$ cat config.mk
export PLATFORM = sky130hd
export DESIGN_NAME = fetch_stage
export DESIGN_NICKNAME = d
export VERILOG_FILES = /design/src/rtl/riscv_pkg.sv /design/src/rtl/fetch_stage_buf.sv /design/src/rtl/fetch_stage.sv
export SDC_FILE = /design/constraint.sdc
export NUM_CORES = 1
export LEC_CHECK = 0
export CAP_MARGIN = 10
export CORE_ASPECT_RATIO = 1.5
export CORE_MARGIN = 4
export CORE_UTILIZATION = 50
export DETAILED_ROUTE_END_ITERATION = 10
export GPL_TIMING_DRIVEN = 0
export PLACE_DENSITY_LB_ADDON = 0.15
export SETUP_SLACK_MARGIN = 0.3
export SLEW_MARGIN = 20
export SYNTH_ARGS = -nofsm -noshare
export SYNTH_HDL_FRONTEND = slang
export SYNTH_HIERARCHICAL = 1
export SYNTH_SLANG_ARGS = --single-unit
$ cat constraint.sdc
create_clock -name clk -period 8.4 [get_ports clk]
set_input_delay 1.68 -clock clk [delete_from_list [all_inputs] [get_ports clk]]
set_output_delay 1.68 -clock clk [all_outputs]
set_load 0.02 [all_outputs]
$ cat src/rtl/riscv_pkg.sv
// Shared RV32I core constants: next-PC select codes, the bubble encoding
// and the fetch FSM state encoding.
package riscv_pkg;

   localparam logic [1:0] PCSRC_PLUS4  = 2'b00;
   localparam logic [1:0] PCSRC_BRANCH = 2'b01;
   localparam logic [1:0] PCSRC_JALR   = 2'b10;

   localparam logic [31:0] NOP_INSTR = 32'h0000_0013;

   typedef logic [1:0] fetchState_t;
   localparam fetchState_t S_REQ  = 2'd0;
   localparam fetchState_t S_WAIT = 2'd1;
   localparam fetchState_t S_HOLD = 2'd2;

endpackage

$ cat src/rtl/fetch_stage_buf.sv
// fetch_buf: one-entry holding register for an instruction returned by
// instruction memory while it waits for handoff into IF/ID.
module fetch_buf
   import riscv_pkg::*;
(
   input  logic        clk,
   input  logic        rst,
   input  logic        clear,
   input  logic        load,
   input  logic [31:0] instrIn,
   output logic        valid,
   output logic [31:0] instr
);

   logic        valid_r;
   logic [31:0] instr_r;

   // Clear wins over load so a redirect can never leave a stale word behind.
   always_ff @(posedge clk or posedge rst) begin
      if (rst) begin
         valid_r <= 1'b0;
         instr_r <= 32'h0000_0000;
      end else if (clear) begin
         valid_r <= 1'b0;
      end else if (load) begin
         valid_r <= 1'b1;
         instr_r <= instrIn;
      end
   end

   assign valid = valid_r;
   assign instr = instr_r;

endmodule

$ cat src/rtl/fetch_stage.sv
// IF stage plus IF/ID register for the RV32I pipeline.
// Optional build macro FETCH_PERF_EN adds saturating bubble/redirect counters.
module fetch_stage
   import riscv_pkg::*;
#(
   parameter int unsigned     XLEN      = 32,
   parameter logic [XLEN-1:0] RESET_PC  = 32'h0000_0000,
   parameter logic [31:0]     NOP_INSTR = 32'h0000_0013
)(
   input  logic            clk,
   input  logic            rst,
   input  logic            stallF,
   input  logic            stallD,
   input  logic            flushD,
   input  logic [1:0]      pcsrcE,
   input  logic [XLEN-1:0] pctargetE,
   input  logic [XLEN-1:0] aluresultE,
   output logic            imem_req,
   output logic [XLEN-1:0] imem_addr,
   input  logic            imem_gnt,
   input  logic            imem_rvalid,
   input  logic [31:0]     imem_rdata,
   output logic [31:0]     instrD,
   output logic [XLEN-1:0] pcD,
   output logic [XLEN-1:0] pcplus4D,
   output logic            validD,
   output logic            fetch_busy
`ifdef FETCH_PERF_EN
   ,
   output logic [31:0]     perf_bubbles,
   output logic [31:0]     perf_redirects
`endif
);

   logic [XLEN-1:0] pcF_r, pcPlus4F_s, target_s;
   fetchState_t     state_r, stateNext_s;
   logic            drop_r, dropNext_s, armed_r;
   logic            redirect_s, handoff_s, bufLoad_s, bufClear_s, bufValid_s;
   logic [31:0]     bufInstr_s;
   logic [31:0]     instrD_r;
   logic [XLEN-1:0] pcD_r, pcplus4D_r;
   logic            validD_r;

   assign pcPlus4F_s = pcF_r + XLEN'(32'd4);

   // Next-PC select; the reserved code behaves exactly like PC+4.
   always_comb begin
      redirect_s = 1'b0;
      target_s   = pcPlus4F_s;
      case (pcsrcE)
         PCSRC_BRANCH: begin
            redirect_s = 1'b1;
            target_s   = pctargetE;
         end
         PCSRC_JALR: begin
            redirect_s = 1'b1;
            target_s   = aluresultE & {{(XLEN-1){1'b1}}, 1'b0};
         end
         PCSRC_PLUS4: begin
            redirect_s = 1'b0;
            target_s   = pcPlus4F_s;
         end
         default: begin
            redirect_s = 1'b0;
            target_s   = pcPlus4F_s;
         end
      endcase
   end

   // armed_r keeps req low while reset is held and for the first cycle after it.
   assign imem_req   = armed_r && (state_r == S_REQ) && !redirect_s;
   assign imem_addr  = pcF_r;
   assign handoff_s  = (state_r == S_HOLD) && !stallF && !stallD && !redirect_s;
   assign bufLoad_s  = (state_r == S_WAIT) && imem_rvalid && !drop_r && !redirect_s;
   assign bufClear_s = redirect_s || handoff_s;
   assign fetch_busy = !bufValid_s;

   fetch_buf u_buf (
      .clk     (clk),
      .rst     (rst),
      .clear   (bufClear_s),
      .load    (bufLoad_s),
      .instrIn (imem_rdata),
      .valid   (bufValid_s),
      .instr   (bufInstr_s)
   );

   // Fetch sequencing: one request outstanding; a response owed to a
   // redirected-away address is swallowed via drop.
   always_comb begin
      stateNext_s = state_r;
      dropNext_s  = drop_r;
      case (state_r)
         S_REQ: begin
            if (armed_r && imem_gnt) begin
               stateNext_s = S_WAIT;
               dropNext_s  = redirect_s;
            end else begin
               stateNext_s = S_REQ;
               dropNext_s  = 1'b0;
            end
         end
         S_WAIT: begin
            if (imem_rvalid) begin
               dropNext_s = 1'b0;
               if (drop_r || redirect_s) begin
                  stateNext_s = S_REQ;
               end else begin
                  stateNext_s = S_HOLD;
               end
            end else begin
               dropNext_s  = drop_r || redirect_s;
               stateNext_s = S_WAIT;
            end
         end
         S_HOLD: begin
            dropNext_s = 1'b0;
            if (redirect_s || handoff_s) begin
               stateNext_s = S_REQ;
            end else begin
               stateNext_s = S_HOLD;
            end
         end
         default: begin
            stateNext_s = S_REQ;
            dropNext_s  = 1'b0;
         end
      endcase
   end

   // Control state and PCF; a redirect outranks stallF.
   always_ff @(posedge clk or posedge rst) begin
      if (rst) begin
         state_r <= S_REQ;
         drop_r  <= 1'b0;
         armed_r <= 1'b0;
         pcF_r   <= RESET_PC;
      end else begin
         state_r <= stateNext_s;
         drop_r  <= dropNext_s;
         armed_r <= 1'b1;
         if (redirect_s) begin
            pcF_r <= target_s;
         end else if (handoff_s) begin
            pcF_r <= pcPlus4F_s;
         end
      end
   end

   // IF/ID register: flush beats stall beats handoff; anything else is a bubble.
   always_ff @(posedge clk or posedge rst) begin
      if (rst) begin
         instrD_r   <= NOP_INSTR;
         pcD_r      <= {XLEN{1'b0}};
         pcplus4D_r <= {XLEN{1'b0}};
         validD_r   <= 1'b0;
      end else if (flushD) begin
         instrD_r   <= NOP_INSTR;
         pcD_r      <= {XLEN{1'b0}};
         pcplus4D_r <= {XLEN{1'b0}};
         validD_r   <= 1'b0;
      end else if (stallD) begin
         instrD_r   <= instrD_r;
         pcD_r      <= pcD_r;
         pcplus4D_r <= pcplus4D_r;
         validD_r   <= validD_r;
      end else if (handoff_s) begin
         instrD_r   <= bufInstr_s;
         pcD_r      <= pcF_r;
         pcplus4D_r <= pcPlus4F_s;
         validD_r   <= 1'b1;
      end else begin
         instrD_r   <= NOP_INSTR;
         pcD_r      <= {XLEN{1'b0}};
         pcplus4D_r <= {XLEN{1'b0}};
         validD_r   <= 1'b0;
      end
   end

   assign instrD   = instrD_r;
   assign pcD      = pcD_r;
   assign pcplus4D = pcplus4D_r;
   assign validD   = validD_r;

`ifdef FETCH_PERF_EN
   logic [31:0] perfBubbles_r, perfRedirects_r;
   logic        bubbleIn_s;

   assign bubbleIn_s = flushD || (!stallD && !handoff_s);

   // Saturating event counters; a stall hold is not a bubble.
   always_ff @(posedge clk or posedge rst) begin
      if (rst) begin
         perfBubbles_r   <= 32'h0000_0000;
         perfRedirects_r <= 32'h0000_0000;
      end else begin
         if (bubbleIn_s && (perfBubbles_r != 32'hFFFF_FFFF)) begin
            perfBubbles_r <= perfBubbles_r + 32'd1;
         end
         if (redirect_s && (perfRedirects_r != 32'hFFFF_FFFF)) begin
            perfRedirects_r <= perfRedirects_r + 32'd1;
         end
      end
   end

   assign perf_bubbles   = perfBubbles_r;
   assign perf_redirects = perfRedirects_r;
`endif

endmodule

# [Word level (Yosys, flattened, before mapping)]
# Index checks and enable logic that the tools add are counted.
[classes] n_eq_ne=5 addsub=1 n_bitwise=1 n_reduce_logical=21 mux=26
[ops] op="two-way mux 32 bit" count=11
[ops] op="case mux 32 bit (2 select lines)" count=1
[ops] op="adder 32 x 3 -> 32 bit, second input constant" count=1
[ops] op="logical AND 1 bit" count=9
[ops] op="two-way mux 1 bit" count=9
[ops] op="two-way mux 2 bit" count=3
[ops] op="case mux 2 bit (3 select lines)" count=1
[ops] op="logical NOT 1 bit" count=5
[ops] op="== test 2 x 1 -> 1 bit, second input constant" count=2
[ops] op="== test 2 bit, second input constant" count=2
[ops] op="nonzero test 2 bit" count=2
[ops] op="logical NOT 2 bit" count=1
[ops] op="logical OR 1 bit" count=2
[ops] op="!= test 2 x 1 -> 1 bit, second input constant" count=1
[ops] op="case mux 1 bit (2 select lines)" count=1
[ops] op="AND reduction 2 bit" count=1
[ops] op="OR reduction 2 bit" count=1
[ops] op="inverter 1 bit" count=1
[word_totals] register_bits=166 wordCells=64

# [Depth between registers and ports, before layout]
[logic_depth] ltp_word=8 mapped_depth=9 ltp_nobuf=6

# [Cells and area by module]
# Netlist, hierarchy kept.
[modules_own_cells] module="fetch_stage" n_inst=1 area_per_inst_um2=5898.2 cells_each=547
[modules_own_cells] module="fetch_buf" n_inst=1 area_per_inst_um2=1395.1 cells_each=73

# [Least setup slack after synthesis]
# OpenSTA, ideal clock, no wires.
[synth_path] kind="input-to-output" startpoint="input pcsrcE[0]" endpoint="output imem_req" t_required_ns=6.720 cell_stages=5 setup_slack_ns=3.721 t_arrival_ns=2.999 n_path_buf=1 cell_sequence="inv_1 > ha_1 > inv_1 > clkbuf_1 > nor4b_1"
[synth_between] elab_chain_len=5
[synth_lines] element="from (decl)" line_no="fetch_stage.sv:15" source="input logic [1:0] pcsrcE,"
[synth_lines] element="== test 2 bit or == test 2 x 1 -> 1 bit (tied branches)" line_no="fetch_stage.sv:50" source="case (pcsrcE)"
[synth_lines] element="OR reduction 2 bit (no line) (*)"
[synth_lines] element="two-way mux 1 bit (*)" line_no="fetch_stage.sv:50"
[synth_lines] element="logical NOT 1 bit (*)" line_no="fetch_stage.sv:71" source="assign imem_req = armed_r && (state_r == S_REQ) && !redirect_s;"
[synth_lines] element="logical AND 1 bit (*)" line_no="fetch_stage.sv:71"
[synth_lines] element="to (decl)" line_no="fetch_stage.sv:18" source="output logic imem_req,"
# Every way passes the cells marked *; elsewhere a longest branch is shown, timed or not.

# [Worst setup path after layout]
# Same ends and word-level chain as after synthesis.

==> summary.txt <==
final period utilization: 66.8%
Net count, final: 982
Setup CP Type: in -> out
WP data required: 6.72 ns
Core ar.: 14,200 um2
slowest cell on the critical path: clkdlybuf4s50_1
post-cts hold buffer count: 0
Period minus WS final: 5.61 ns
Clock Pin Slew Worst Setup and Hold Paths: 0.06 ns
R2R Path End: imem_addr[31]
reg2reg start: imem_addr[6]
hpwl dp: 16.7 mm
Initial DRT Pass Iterations: 7
Final Setup Violations: 0
Fmax: 178 MHz
DRT iter0 DRCs: 345
Critical Path Source Type: input pin
Critical Path Source: pcsrcE[0]
Site Rows: 53
post-route cell area: 10,500 um2
Worst setup EP type: primary output
vias in the first global route: 6,456
Total Wirelength: 22.8 mm
part of the power in combinational logic: 18.5%
CP endpoint: imem_req
worst path arrival time: 3.93 ns
post-synthesis sequential area ratio: 56.3%
CP Cell Sequence: clkdlybuf4s50_1 -> inv_1 -> ha_1 -> inv_1 -> clkbuf_1 -> nor4b_1 -> clkdlybuf4s50_1
Max-Cap Viols: 0
HP Class: reg -> reg
drt wl/cell: 21.1 um
Post-synth EDFFs: 0
TritonCTS clock tree: done
clk_lat worst skew: 0.43 ns
DR vias/cell: 5.62
post-route ant nets: 0
initial antenna violation count: 0
Avg Cell Area, Syn: 11.8 um2
Die Wd: 107 um
Placed Area: 9920 um2
power density cells: 205 nW/um2
Fillers: 1,023
Clk pwr share: 36.3%
leakage: 4.45 nW
Port Buffers: 234
setup TNS: 0 ns
sequential power share: 45.2%
Primary FF master, synth: dfrtp_1
Post-Syn Instances: 620
post-synthesis cell type count: 46
post-CTS setup buffer count: 0
mapped cell area: 7290 um2
VDD IR max: 0.000146 V
htree depth: 4
post-layout power: 0.00215 W
Final GP Congestion: 0.846
Net Count, Synth: 728
CP max stage delay: 0.70 ns
ratio of cells with drive above 1 in the final layout: 9.58%
Setup Skew: 0.00920 ns
Root Buffer: clkbuf_16
Syn-to-layout area delta: 44.2%
P_sw: 0.000588 W
commonest non-fill, non-tap cells in the layout: 234 x clkdlybuf4s50_1, 161 x dfrtp_1, 64 x a22o_1
Crit path depth: 7
Non-Filler Instances: 1,079
status: completed
r2r setup slk: 5.65 ns
setup repair after global routing missed its margin: false
CP bufs+invs: 5
flip-flop and latch area: 4110 um2
Ant. Diodes: 0
Multi-input gate area: 2860 um2
async set or reset register ratio after synthesis: 100%
first-pass GRT wire length: 35.4 mm
crit path max fanout: 10
Clock Sinks: 164
total gr overflow: 0
Slew headroom: 40.8%
Hold Vio Cnt, Final: 0
Yosys reg bits: 164
commonest non-fill, non-tap cell in the layout: clkdlybuf4s50_1
die area: 16,600 um2
FF-to-FF path depth: 7
Initial Utilization: 51.4%
clock buffer depth: 2
Total GRT Usage: 27.5%
delay-heaviest family, CP: buffers and inverters
measured slew at the worst slew-check pin: 0.880 ns
Pins Over Slew Limit: 0
placed cell count: 1,047
CTS buffer count: 17
Die Ht: 156 um
YS warnings: 6
sw frac: 27.3%
vias: 6,065
largest net degree at the start of global routing: 102
I/O pin cnt: 236
DRC violations left: 0
internal power: 0.00157 W
Resized cells post-CTS: 0
worst min path at each step:
stage                            start            to  slack [ns]  cells after the start
final                      pcplus4D[7]   pcplus4D[7]        0.48                      2
after global routing      pcplus4D[16]  pcplus4D[16]        0.51                      2
after CTS                       validD        validD        0.48                      2
after detailed placement        validD        validD        0.47                      2
after global placement     pcplus4D[8]   pcplus4D[8]        0.46                      2
after floorplan            u_buf/valid   u_buf/valid        0.46                      2
state kept, by name, summed over array words and instances, names as in the netlist, 2 cells and up:
signal	flops
imem_addr	32
state_r	2
pcplus4D	30
instrD	32
pcD	32
u_buf/instr	32
cell type report:
type | instances | area share, %
flip-flops and latches | 164 | 39.1
multi-input cells | 386 | 27.2
repair buffers | 235 | 22.5
clock buffers | 19 | 4.21
plain buffers | 53 | 2.61
well taps | 192 | 2.28
clock inverters | 13 | 1.42
inverters | 17 | 0.678
Yosys cell counts (3+ instances only):
library cell,number,area [um2]
buf_2,3,15.0
a222oi_1,8,80.1
xnor2_1,13,114
ha_1,3,37.5
a22oi_1,17,128
nor2b_1,3,18.8
dfstp_2,3,78.8
a21oi_1,7,35.0
nand3_1,28,140
a22o_1,64,561
nor3_1,7,35.0
nor2_1,9,33.8
inv_1,17,63.8
clkbuf_1,42,158
xor2_1,42,368
mux2_4,30,450
a221oi_1,5,43.8
nor4_1,7,43.8
nand4_1,14,87.6
o21ai_0,44,220
o22a_1,3,26.3
buf_12,3,60.1
dfrtp_1,161,4030
nand2_1,60,225
metrics by stage:
| step | setup WS (ns) | util (%) | hold slack (ns) |
|---|---|---|---|
| final | 2.79 | 74.1 | 0.480 |
| after detailed placement | 2.77 | 69.9 | 0.468 |
| after global placement | 1.41 | 69.6 | 0.464 |
| after floorplan | 3.23 | - | 0.460 |
| after CTS | 2.77 | 74.1 | 0.484 |
| after global routing | 2.66 | 74.1 | 0.513 |
metal layers:
metal  track usage [%]  vias to the layer above  wire length, um
met2              48.2                      279            11800
met4              10.2                        0              699
met1              31.9                     2996             8480
met3              7.83                       42             1780
met5                 0                        -                0
li1                  -                     2748                -
cells by family (layout without fill, tap and decap cells):
group,Yosys count,after routing,share of synthesized area (%)
muxes,32,32,6.48
DFF,164,164,56.3
AOI/OAI and AO/OA,152,152,15.5
other,1,1,0.0514
adders and majority gates,3,3,0.515
buffers and inverters,70,337,4.63
xor gates and xnor gates,55,55,6.60
and+or+nand+nor,143,143,9.90
power by group through the flow:
stage	Sequential [W]	Clock [W]	Combinational (W)
2_1_floorplan	0.000989	0	0.000216
3_3_place_gp	0.000976	0	0.000384
3_5_place_dp	0.000985	0	0.000396
4_1_cts	0.000972	0.000789	0.000401
5_1_grt	0.000986	0.000823	0.000424
6_report	0.000974	0.000783	0.000399
worst reg2reg max path: stages (launching register included):
cell,delay (ns)
dfrtp_1,0.34
buf_2,0.20
nand3_1,0.36
nor3_1,0.72
clkbuf_1,0.46
nand4_1,0.21
xor2_1,0.20
o21ai_0,0.16
(Power assumes the default switching activity.)
